## config.mk

```make
export PLATFORM = sky130hd
export DESIGN_NAME = pipelined_segment_adder
export DESIGN_NICKNAME = d
export VERILOG_FILES = /design/src/rtl/pipelined_segment_adder.sv
export SDC_FILE = /design/constraint.sdc
export NUM_CORES = 1
export LEC_CHECK = 0
export ABC_AREA = 0
export CAP_MARGIN = 20
export CORE_MARGIN = 8
export CORE_UTILIZATION = 50
export DETAILED_ROUTE_END_ITERATION = 8
export PLACE_DENSITY = 0.75
export SYNTH_ARGS = -nofsm -noshare
export SYNTH_HDL_FRONTEND = slang
export SYNTH_SLANG_ARGS = --single-unit
export TNS_END_PERCENT = 10
```

## constraint.sdc

```tcl
create_clock -name clock -period 2.8 [get_ports clock]
set_clock_uncertainty 0.05 [all_clocks]
set_input_delay 0.84 -clock clock [delete_from_list [all_inputs] [get_ports clock]]
set_output_delay 0.84 -clock clock [all_outputs]
set_load 0.02 [all_outputs]
```

## src/rtl/pipelined_segment_adder.sv

```systemverilog
// pipelined_segment_adder: WIDTH-bit add split into SEG_WIDTH-bit stages with registered carries,
// skewed operands and a deskewed sum. Optional subtract port via `PIPELINED_SEGMENT_ADDER_ADDSUB_EN.
module pipelined_segment_adder #(
    parameter int WIDTH     = 32,
    parameter int SEG_WIDTH = 8
) (
    input  logic             clock,
    input  logic             reset_n,
    input  logic             in_valid,
    output logic             in_ready,
    input  logic [WIDTH-1:0] a,
    input  logic [WIDTH-1:0] b,
    input  logic             cin,
`ifdef PIPELINED_SEGMENT_ADDER_ADDSUB_EN
    input  logic             sub,
`endif
    output logic             out_valid,
    input  logic             out_ready,
    output logic [WIDTH-1:0] sum,
    output logic             carry
);
    localparam int NSEG = WIDTH / SEG_WIDTH;

    if (WIDTH % SEG_WIDTH != 0) begin : g_bad_width
        $error("pipelined_segment_adder: WIDTH must be a multiple of SEG_WIDTH");
    end

    logic             stall_s;
    logic [WIDTH-1:0] b_eff_s;
    logic             cin_eff_s;
    logic             last_vld_s;
    logic             last_cry_s;
    logic [WIDTH-1:0] last_acc_s;

    // Global stall: a held result freezes every stage and blocks new input.
    always_comb begin
        stall_s  = out_valid & ~out_ready;
        in_ready = ~stall_s;
    end

    // Operand conditioning; a subtract enters the pipeline as a + ~b + 1.
    always_comb begin
        b_eff_s   = b;
        cin_eff_s = cin;
`ifdef PIPELINED_SEGMENT_ADDER_ADDSUB_EN
        if (sub) begin
            b_eff_s   = ~b;
            cin_eff_s = 1'b1;
        end else begin
            b_eff_s   = b;
            cin_eff_s = cin;
        end
`endif
    end

    for (genvar k = 0; k < NSEG; k++) begin : g_seg
        // IW: operand bits not yet consumed on entry to this stage; AW: sum bits produced so far.
        localparam int IW = WIDTH - SEG_WIDTH * k;
        localparam int AW = SEG_WIDTH * (k + 1);

        logic [IW-1:0]      ina_s;
        logic [IW-1:0]      inb_s;
        logic               cin_s;
        logic               vin_s;
        logic [SEG_WIDTH:0] add_s;
        logic [AW-1:0]      acc_s;
        logic [AW-1:0]      acc_r;
        logic               cry_r;
        logic               vld_r;

        if (k == 0) begin : g_head
            assign ina_s = a;
            assign inb_s = b_eff_s;
            assign cin_s = cin_eff_s;
            assign vin_s = in_valid;
            assign acc_s = add_s[SEG_WIDTH-1:0];
        end else begin : g_body
            assign ina_s = g_seg[k-1].g_rem.opa_r;
            assign inb_s = g_seg[k-1].g_rem.opb_r;
            assign cin_s = g_seg[k-1].cry_r;
            assign vin_s = g_seg[k-1].vld_r;
            assign acc_s = {add_s[SEG_WIDTH-1:0], g_seg[k-1].acc_r};
        end

        assign add_s = {1'b0, ina_s[SEG_WIDTH-1:0]} + {1'b0, inb_s[SEG_WIDTH-1:0]}
                     + {{SEG_WIDTH{1'b0}}, cin_s};

        // Stage register: slot valid, carry out of this segment, low sum bits accumulated so far.
        always_ff @(posedge clock or negedge reset_n) begin
            if (!reset_n) begin
                vld_r <= 1'b0;
                cry_r <= 1'b0;
                acc_r <= '0;
            end else if (!stall_s) begin
                vld_r <= vin_s;
                cry_r <= add_s[SEG_WIDTH];
                acc_r <= acc_s;
            end
        end

        if (IW > SEG_WIDTH) begin : g_rem
            logic [IW-SEG_WIDTH-1:0] opa_r;
            logic [IW-SEG_WIDTH-1:0] opb_r;

            // Skew register: unconsumed upper segments ride one stage further.
            always_ff @(posedge clock or negedge reset_n) begin
                if (!reset_n) begin
                    opa_r <= '0;
                    opb_r <= '0;
                end else if (!stall_s) begin
                    opa_r <= ina_s[IW-1:SEG_WIDTH];
                    opb_r <= inb_s[IW-1:SEG_WIDTH];
                end
            end
        end

        if (k == NSEG - 1) begin : g_tail
            assign last_vld_s = vld_r;
            assign last_cry_s = cry_r;
            assign last_acc_s = acc_r;
        end
    end

    // Output register: capture a valid slot, keep the last result across bubbles.
    always_ff @(posedge clock or negedge reset_n) begin
        if (!reset_n) begin
            out_valid <= 1'b0;
            sum       <= '0;
            carry     <= 1'b0;
        end else if (!stall_s) begin
            out_valid <= last_vld_s;
            if (last_vld_s) begin
                sum   <= last_acc_s;
                carry <= last_cry_s;
            end
        end
    end
endmodule

```

* Word-level counts from Yosys, hierarchy flattened
Index checks and enable logic that the tools add are counted. W data, S select, Z words.
Storage, ports and cells: input port bits 69, bits in registers 218, word-level logic and storage cells 33
Cells by class: add/sub/neg operators 8, bitwise logic cells 3, reduce and logical (&&, ||, !) cells 1
Operators by type and width (count):
- $add A8 B8 Y9 | 4
- $add A9 B1 Y9 | 4
- $not A1 Y1 | 2
- $reduce_and A2 Y1 | 1
- $and A1 B1 Y1 | 1

* Logic depth before layout (Yosys ltp)
word-level depth 4, gate-level depth with buffers 7, gate-level depth less buffers 7

* Worst setup path before layout
No wires, ideal clock.
path type input port to flip-flop, start point input a[0], end point register g_seg[0].acc_r[6], required time 2.617 ns, path slack 0.182 ns, stages 7, library setup time 0.133 ns, arrival time 2.435 ns, buffers on the path 0, cell sequence fa_1 fa_1 a21oi_1 o211ai_1 a21oi_1 xor2_1 o21ai_0
Between the ends: longest elaborated chain between the ends 2
RTL lines:
- start, declared | RTL line 11 | input logic [WIDTH-1:0] a,
- $add A8 B8 Y9 | RTL line 85 | assign add_s = {1'b0, ina_s[SEG_WIDTH-1:0]} + {1'b0, inb_s[SEG_WIDTH-1:0]}
- $add A9 B1 Y9 | RTL line 86 | + {{SEG_WIDTH{1'b0}}, cin_s};
- end signal, assigned | RTL line 97 | acc_r <= acc_s;
- end, declared | RTL line 67 | logic [AW-1:0] acc_r;
No other way between the ends. A chain may end at the register's enable or synchronous reset.

* Final worst setup path
start point input out_ready, end point output in_ready
Between the ends: longest elaborated chain between the ends 3
RTL lines:
- start, declared | RTL line 18 | input logic out_ready,
- $not A1 Y1 | RTL line 37 | stall_s = out_valid & ~out_ready;
- $and A1 B1 Y1 | RTL line 37
- $not A1 Y1 (no line)
- end, declared | RTL line 10 | output logic in_ready,
No other way between the ends.

==> flow_summary.toml <==
[logic_synthesis]
ys_ff_latch = 218
yosysMostFrequentCell = "nand2_1"
synthAdderAreaFrac_pct = 5.389
synth_area_um2 = 9473
yosys_most_used_dff = "dfrtp_1"
yosysTopAreaCellShare_pct = 57.59
synthXorXnorAreaFrac_pct = 1.479
synth_nets = 1080
synth_top_family_by_area = "simple AND/OR/NAND/NOR gates"
synth_cell_types = 29
ys_seq_area_share_pct = 57.59
ys_async_sr_fraction_pct = 100.0
synthSimpleGateAreaFrac_pct = 22.02
synth_cells = 975
syn_area_per_cell_um2 = 9.716
synth.largest_area_cell = "dfrtp_1"
synth-compound-area-share_pct = 5.336
synth_edf_count = 0
yosysWarnings = 0
ys_top_cells_by_area = "dfrtp_1 (58%), nand2_1 (20%), mux2_4 (4.8%), ha_1 (3.7%), o21ai_0 (1.8%)"
synthMuxAreaShare_pct = 5.112
yosys-top-cells-count = "nand2_1 (500), dfrtp_1 (218), o21ai_0 (35)"

[die]
row_count = 50
core_region_area_um2 = 18640
die_height_um = 153.6
die_area_um2 = 23610
die_x_um = 153.6
io_pins = 104
start_util_pct = 50.81

[flow_run]
drv_cap = 0

[placed_design]
numPortBuffers = 103
gp_congestion = 0.8265
hpwl_um = 11900
dpl_cell_area_um2 = 10700
pre_cts_ws_ns = -0.4245

[timing]
max_freq_mhz = 363.9
fin_crit_ns = 2.748
holdWs_ns = 0.2176
finalHoldViolCount = 0
fin_crit_sh_pct = 98.15
setup_viol = 0
worst_pin_slew_ns = 0.9807
rsz0062_at_grt = "false"
setup_slack_ns = 0.05177
relSlewSlack_pct = 34.62
finalMaxSlewViolations = 0

[critical_path]
slowest_stage = "clkdlybuf4s50_1"
crit_fanout = 2
cp_num_buf_inv = 3
crit_chain = "clkdlybuf4s50_1, nor2b_4, inv_6, clkdlybuf4s15_1"
path_delay_family = "buffers and inverters"
cpPeakStageDelay_ns = 0.47
critPathKind = "in2out"
cp.arrival_ns = 1.86
worst_setup_path_end_kind = "primary output"
worstPathRequired_ns = 1.91
worst_setup_path_start_kind = "input pin"

[routing]
drt-met1-wl_um = 8875
wl_per_cell_um = 13.41
drtIter0Drc = 385
ant_nets = 0
via_per_inst = 4.827
dr_wl_met3_um = 753
first_pass_iters = 4
wl_met2_um = 7847
routed.top_layer = "met4"
routed_wl_um = 17720
drc_errors = 0
route.vias.total = 6376

[clocking]
cts_max_level = 1
cts_tree = "built"
cts.clk_slew.worst_paths_ns = 0.06
cts.sinks = 218
hold_buffers = 0
clk_path_buf_depth = 3
clk_latency_ns = 0.50
cts_buffers = 23
root_buffer = "clkbuf_16"

[layout]
syn_to_final_growth_pct = 20.58
antenna_cells = 0
final_design_area_no_fill_um2 = 11420
final_nets = 1177
drive_gt1_share_pct = 8.004

[power]
power.leakage_nw = 5.725
ir_drop_uv = 599.0
p_per_area_nw_per_um2 = 1150

[grt]
grt_start_max_net_pins = 114
grt.overflow.total = 0
grt_pass1_wl_um = 30450
first_global_vias = 6271
antenna_found_initial = 0
track_usage_pct = 15.16

[run_status]
outcome = "finished, final reports clean"

[worst_hold_path]
hold_class = "in2async"
==> cell type report <==
type                       count  area [µm²]
fill                        1594        7221
inverter                       5       23.77
clock buffer                  35       660.6
clock inverter                 5       56.30
sequential                   218        5455
multi-input combinational    708        3737
tap                          234       292.8
timing repair buffer         116        1196
==> state kept, by name, indices dropped and copies added (netlist names) <==
register and flops:
out_valid 1, sum 32, g_seg.cry_r 4, carry 1
g_seg.vld_r 4, g_seg.g_rem.opb_r 48, g_seg.g_rem.opa_r 48, g_seg.acc_r 80
==> metrics by stage <==
stage / cells / power, mW / utilization, % / setup TNS (ns)
3_5_place_dp: 1281 / 10.37 / 57.40 / -2.179
6_report: 1321 / 13.13 / 61.27 / 0
3_3_place_gp: 1281 / 10.18 / 57.40 / -1.599
4_1_cts: 1321 / 13.29 / 61.24 / 0
5_1_grt: 1321 / 14.15 / 61.27 / 0
2_1_floorplan: 975 / 8.907 / - / 0
==> routing by layer <==
layer,GRT usage [%],up-vias
met5,0,-
met4,3.826,0
met3,2.494,20
met2,23.44,110
met1,21.89,2931
li1,-,3315
==> what timing repair did <==
| item | 4_1_cts | 5_1_grt |
|---|---|---|
| resized for setup | 1 | 2 |
| pin swaps | 0 | 0 |
| setup endpoints to repair | 1 | 2 |
| buffers inserted | 0 | 0 |
==> worst register-to-register path: stages, from the launching register on <==
cell      delay, ns
dfrtp_1        0.43
fa_1           0.51
fa_1           0.44
a21oi_1        0.26
o211ai_1       0.14
a21oi_1        0.23
xor2_1         0.16
o21ai_0        0.08
==> layout by cell type, fill, tap and decap left out, types with 8 or more instances in the layout <==
master	synthesis	final
mux2_4	30	30
xor2_1	12	12
a21oi_1	16	15
o21ai_0	35	35
clkbuf_1	7	8
clkbuf_16	0	23
clkdlybuf4s50_1	0	101
o211ai_1	8	8
ha_1	28	28
buf_4	10	8
nor2_1	8	8
dfrtp_1	218	218
nor3_1	16	16
nand2_1	500	500
fa_1	8	8
==> report_power, final <==
| part | switching, mW | total [mW] | internal (mW) | leakage [nW] |
|---|---|---|---|---|
| clock network | 1.15 | 2.86 | 1.71 | 0.348 |
| logic | 2.57 | 4.90 | 2.33 | 2.73 |
| registers | 0.815 | 5.37 | 4.56 | 2.64 |
| total | 4.54 | 13.1 | 8.60 | 5.72 |
==> kinds of logic (layout without fill, tap and decap cells) <==
family / count (synthesis) / count (layout)
AO/OA/AOI/OAI: 84 / 84
XOR/XNOR: 16 / 16
adder cells (fa/ha/maj): 36 / 36
buffers and inverters: 49 / 161
flip-flops: 218 / 218
multiplexers: 33 / 33
AND/OR/NAND/NOR: 539 / 539
==> path summary, 6_finish.rpt <==
path	from	endpoint	slack, ns	cells past startpoint
hold / removal	reset_n	g_seg[0].g_rem.opa_r[23]	0.22	1
setup / recovery	out_ready	in_ready	0.05	4
max in group asynchronous	reset_n	g_seg[3].acc_r[16]	1.74	2
setup reg to reg	g_seg[2].cry_r	g_seg[3].acc_r[30]	0.34	7
min in group clock	g_seg[3].acc_r[0]	g_seg[3].acc_r[0]	0.41	2
hold reg to reg	g_seg[3].acc_r[0]	g_seg[3].acc_r[0]	0.41	2
Power figures use the tool's default switching activity.
